### src/rtl/roc_dp.sv
// Self-clearing single-clock RAM with registered read port, range checking and a zeroing sequence after reset.
// Define ROC_DP_BYPASS_EN for write-first same-address read-during-write; the default build is read-first.
module roc_dp #(
    parameter int DW  = 8,
    parameter int AW  = 4,
    parameter int DEP = 16
) (
    input  logic          clk,
    input  logic          rst,
    input  logic          wr,
    input  logic [AW-1:0] wr_addr,
    input  logic [DW-1:0] data,
    input  logic          rd,
    input  logic [AW-1:0] rd_addr,
    output logic [DW-1:0] data_out,
    output logic          rd_valid,
    output logic          busy,
    output logic          err
);

    typedef enum logic {CLEAR, READY} state_t;

`ifdef ROC_DP_BYPASS_EN
    localparam bit BYPASS = 1'b1;
`else
    localparam bit BYPASS = 1'b0;
`endif

    // One extra bit so the range check also works when DEP == 2**AW.
    localparam logic [AW:0]   DEP_L = (AW+1)'(DEP);
    localparam logic [AW-1:0] LAST  = AW'(DEP - 1);

    state_t        state_q, state_d;
    logic [AW-1:0] clr_ptr_q, clr_ptr_d;
    logic [DW-1:0] data_out_q, data_out_d;
    logic          rd_valid_q, rd_valid_d;
    logic          err_q, err_d;

    logic [DW-1:0] mem_q [DEP];
    logic          mem_we;
    logic [AW-1:0] mem_waddr;
    logic [DW-1:0] mem_wdata;

    logic wr_in_range, rd_in_range;

    assign wr_in_range = ({1'b0, wr_addr} < DEP_L);
    assign rd_in_range = ({1'b0, rd_addr} < DEP_L);

    always_comb begin
        state_d    = state_q;
        clr_ptr_d  = clr_ptr_q;
        data_out_d = data_out_q;
        rd_valid_d = 1'b0;
        err_d      = 1'b0;
        mem_we     = 1'b0;
        mem_waddr  = clr_ptr_q;
        mem_wdata  = '0;
        case (state_q)
            CLEAR: begin
                mem_we = 1'b1;
                if (clr_ptr_q == LAST) begin
                    state_d   = READY;
                    clr_ptr_d = '0;
                end else begin
                    clr_ptr_d = clr_ptr_q + 1'b1;
                end
            end
            default: begin
                if (wr && wr_in_range) begin
                    mem_we    = 1'b1;
                    mem_waddr = wr_addr;
                    mem_wdata = data;
                end
                if (rd && rd_in_range) begin
                    rd_valid_d = 1'b1;
                    if (BYPASS && wr && wr_in_range && (wr_addr == rd_addr))
                        data_out_d = data;
                    else
                        data_out_d = mem_q[rd_addr];
                end
                err_d = (wr && !wr_in_range) || (rd && !rd_in_range);
            end
        endcase
    end

    always_ff @(posedge clk) begin
        if (rst) begin
            state_q    <= CLEAR;
            clr_ptr_q  <= '0;
            data_out_q <= '0;
            rd_valid_q <= 1'b0;
            err_q      <= 1'b0;
        end else begin
            state_q    <= state_d;
            clr_ptr_q  <= clr_ptr_d;
            data_out_q <= data_out_d;
            rd_valid_q <= rd_valid_d;
            err_q      <= err_d;
        end
    end

    // Storage has no reset; the clear sequence is what zeroes it.
    always_ff @(posedge clk) begin
        if (!rst && mem_we)
            mem_q[mem_waddr] <= mem_wdata;
    end

    assign data_out = data_out_q;
    assign rd_valid = rd_valid_q;
    assign err      = err_q;
    assign busy     = (state_q == CLEAR);

endmodule

### config.mk
export PLATFORM = sky130hd
export DESIGN_NAME = roc_dp
export DESIGN_NICKNAME = d
export VERILOG_FILES = /design/src/rtl/roc_dp.sv
export SDC_FILE = /design/constraint.sdc
export NUM_CORES = 1
export LEC_CHECK = 0
export ABC_CLOCK_PERIOD_IN_PS = 3300
export CORE_ASPECT_RATIO = 0.5
export CORE_MARGIN = 4
export CORE_UTILIZATION = 38
export CTS_BUF_LIST = sky130_fd_sc_hd__clkbuf_8
export DETAILED_ROUTE_END_ITERATION = 12
export PLACE_DENSITY = 0.62
export SYNTH_ARGS = -nofsm -noshare
export SYNTH_HDL_FRONTEND = slang
export SYNTH_SLANG_ARGS = --single-unit
### constraint.sdc
create_clock -name clk -period 3.3 [get_ports clk]
set_input_delay 0.495 -clock clk [delete_from_list [all_inputs] [get_ports clk]]
set_output_delay 0.495 -clock clk [all_outputs]
set_load 0.005 [all_outputs]
# After elaboration in Yosys (flattened, before gate mapping)
# Memories as Yosys holds them, arrays and structs flattened. A register that Yosys moved wholly into a read port is not among the register bits.
# Cells that the tools add are included.
[classes] addsub=1 eq_ne=1 mux=12 bitwise_logic=1 reduce_logical=4
[op_table] op="8-bit 2-to-1 mux" count=2
[op_table] op="4-bit 2-to-1 mux" count=3
[op_table] op="1-bit 2-to-1 mux" count=7
[op_table] op="4-bit by 1-bit adder with 4-bit output (second input constant)" count=1
[op_table] op="4-bit == test (second input constant)" count=1
[op_table] op="2-bit AND reduction" count=1
[op_table] op="2-bit OR reduction" count=1
[op_table] op="1-bit logical AND" count=1
[op_table] op="1-bit zero test" count=1
[op_table] op="1-bit inverter" count=1
[word_totals] ff_bits=6 ram_bits=128 input_bits=20 output_inout_bits=11 word_cells=23 mem_count=1
[mem_list] name="mem_q" words=16 width=8 rd=1 rd_ports_with_merged_regs=1 wr=1 line_no="39" source="logic [DW-1:0] mem_q [DEP];"

# Depth between registers and ports, before layout
[depth] depth_word=5 depth_mapped=7 mapped_depth_nobuf=5

# Worst setup path before layout
# OpenSTA, ideal clock, no wires.
[synth_timing] kind="in2reg" startpoint="in rd_addr[2]" endpoint="reg data_out_q[0], in the netlist data_out[0] (read register of mem_q)" setup_time_ns=0.124 arrival_ns=1.807 required_ns=3.176 path_slack_ns=1.369 cell_stages=6 n_path_buf=2 cell_sequence="buf_6 > buf_2 > mux4_2 > mux2_2 > nand2_1 > nand3_1"
[synth_lines] item="from (decl)" line_no="14" source="input logic [AW-1:0] rd_addr,"
[synth_lines] item="to (decl)" line_no="35" source="logic [DW-1:0] data_out_q, data_out_d;"

# Worst setup path in the final report
[layout_timing] startpoint="reg state_q" endpoint="mem mem_q[2][0] (enable)"
[layout_via] elab_chain_cells=4 elab_cells_between_ends=5 cone_classes="4 x mux; 1 x reduce/logical"
[layout_lines] item="from (decl)" line_no="33" source="state_t state_q, state_d;"
[layout_lines] item="from (signal assigned)" line_no="94" source="state_q <= state_d;"
[layout_lines] item="1-bit 2-to-1 mux" line_no="58" source="case (state_q)"
[layout_lines] item="1-bit logical AND" line_no="104" source="if (!rst && mem_we)"
[layout_lines] item="1-bit 2-to-1 mux" line_no="104"
[layout_lines] item="1-bit 2-to-1 mux (implied by the code)" line_no="105" source="mem_q[mem_waddr] <= mem_wdata;"
[layout_lines] item="to (decl)" line_no="39"
# Several ways; a longest one is shown, not always the timed one.

==> results.toml <==
[detailed_routing]
drc_errors = 0
drtAntennaViolNets = 0
viasPerCell = 5.17
drtIter0Drc = 238
num_vias = 2837
routed_wl_mm = 11.9
wire_per_inst_um = 21.6
first_pass_iters = 4

[pwr]
p_clk_frac = 0.408
p_sw_frac = 0.207
p_per_area_mw_per_mm2 = 549
vdd_drop_max_v = 0.000232
p_int_mw = 2.86
combPwrFrac = 0.045
leakage_nw = 2.02
seqPwrFrac = 0.547
p_sw_uw = 744

[placed_design]
dp_hpwl_mm = 8.07
dp.cells = 517
gp_congestion = 0.865
portBuffers = 29

[die]
num_io_pins = 31
die-area_mm2 = 0.0170
num_rows = 31
start_util = 0.390
die_height_um = 94.3
core_area_mm2 = 0.0145
die_w_um = 181

[sta]
clock_skew_ns = 0.00954
max_slew.worst_pin.slew_ns = 0.798
fin_crit_sh = 0.744
maxSlewViolCount = 0
tns_ns = 0
relSlewSlack = 0.467
setup_viol = 0
final_hold_viol_count = 0
finalCriticalPeriod_ns = 2.46
grt_setup_unrepaired = "false"
fmax_mhz = 407

[worst_setup_path]
criticalPathCategory = "reg2reg"
max_stage_delay_ns = 0.67
worstPathRequired_ns = 3.37
crit_path_end_kind = "flip-flop"
path_cells = "nand2_1, nor3b_1, a31oi_1, nor2_1"
worst-path-max-fanout = 20
worst_setup_path_start_kind = "flip-flop"
cp.arrival_ns = 2.53
cpMaxStageDelayCell = "dfxtp_1"

[clock_network]
clkSlewWorstSetupHoldPaths_ns = 0.08
post_cts_resized = 0
post_cts_buffers = 0
cts_hold_buf = 0
cts_buffer_depth = 2
cts_tree = "yes"
h-tree-depth = 4
worstSkewPairLatency_ns = 0.44
cts_buffers = 17
cts_sinks = 142
cts-root-buf = "clkbuf_8"

[cells_and_area]
drive_gt1_frac = 0.199
num_antenna_cells = 0
nNetsFinal = 359
area_growth_pct = 16.0
instances_no_fill = 549
nFillCells = 1232

[run]
drv_cap = 0

[run_status]
status = "completed"

[logic_synthesis]
synth_top_area_frac = 0.680
yosysTopAreaCell = "edfxtp_1"
syn_area_mm2 = 0.00566
async_flop_share = 0
syn_nets = 320
synth_edf_count = 128
avgSynthCellArea_um2 = 18.9
seq_area_frac_synth = 0.729
ys_warn_count = 0
synthFlopType = "edfxtp_1"
synth-seq-cells = 142
synth_most_common_cell = "edfxtp_1"
synthTopCellsByCount = "128 x edfxtp_1, 22 x mux4_2, 21 x nor2_1, 14 x dfxtp_1, 13 x mux2i_1"
yosys-top-cells-area = "edfxtp_1 68%, mux4_2 8.8%, dfxtp_1 5.0%, mux4_1 3.7%, mux2i_1 2.3%"
yosysUniqueCellTypes = 37
netlist_instances = 299

[global_routing]
grt_max_degree = 21
grt_pass1_vias = 3039
grt_antenna_before_repair = 0
grt.overflow.total = 0
grt_use_total = 0.148
grt_pass1_wl_mm = 18.1

[hold_path]
worst_hold_path_type = "reg2reg"
-- power by group through the flow --
stage	clock, mW	sequential [mW]	combinational [mW]
final	1.47	1.97	0.162
after global routing	1.58	1.97	0.175
after CTS	1.49	1.97	0.162
after detailed placement	0	2.01	0.162
after global placement	0	2.01	0.160
after floorplan	0	2.00	0.113
-- routing by layer --
layer / vias to the layer above / wire length [um] / track usage
li1: 1284 / - / -
met3: 21 / 588 / 0.0360
met5: - / 0 / 0
met2: 84 / 6080 / 0.255
met1: 1448 / 4940 / 0.180
met4: 0 / 242 / 0.0673
-- area by class of cell --
cell class | count | area, um2 | area share
clock inverter | 15 | 194 | 0.0296
multi-input combinational | 138 | 1410 | 0.215
tap | 198 | 248 | 0.0378
sequential | 142 | 4120 | 0.629
timing repair buffer | 36 | 338 | 0.0515
clock buffer | 17 | 234 | 0.0357
inverter | 3 | 11.3 | 0.00172
-- state kept, by name, indices dropped and copies added, names as in the netlist --
register / flops
mem_q: 128
data_out: 8
state_q: 1
clr_ptr_q: 4
rd_valid: 1
-- cells by family after synthesis --
family,synth area share
simple gates,0.0491
fa+ha+maj,0.00221
other cells,0.000663
buf+inv,0.0217
mux,0.166
flops,0.729
compound gates,0.0299
xor+xnor,0.00155
-- through the flow --
step	instance area, um2	worst slack [ns]	power [mW]	hold slack, ns	utilization
3_3_place_gp	6130	0.609	2.17	0.452	0.423
2_1_floorplan	5660	1.37	2.12	0.450	-
3_5_place_dp	6130	0.468	2.17	0.463	0.423
4_1_cts	6560	0.855	3.62	0.477	0.452
6_report	6560	0.844	3.60	0.475	0.452
5_1_grt	6560	0.637	3.73	0.497	0.452
-- cells in the final DEF (no fill, tap or decap), types with 8 or more instances in the layout --
cell type | synthesis | final
nor2_1 | 21 | 21
and3_1 | 9 | 9
mux4_2 | 22 | 22
clkbuf_8 | 0 | 17
dfxtp_1 | 14 | 14
mux2_2 | 9 | 9
edfxtp_1 | 128 | 128
clkdlybuf4s50_1 | 0 | 28
mux4_1 | 8 | 8
mux2i_1 | 13 | 13
nand2_1 | 9 | 9
-- worst max-delay path: cells and delay by family (launching register included) --
| family | cells | cell delay, ns |
|---|---|---|
| compound gates | 1 | 0.14 |
| flops | 1 | 0.67 |
| simple gates | 3 | 1.27 |
-- path summary, 6_finish.rpt --
check | end | slack [ns] | depth (start not counted) | startpoint
setup / recovery | mem_q[2][0] | 0.84 | 4 | state_q
hold / removal | data_out[0] | 0.47 | 2 | data_out[0]
setup reg to reg | mem_q[2][0] | 0.84 | 4 | state_q
hold reg to reg | data_out[0] | 0.47 | 2 | data_out[0]
Note: power is estimated with default switching activity, not from simulation.
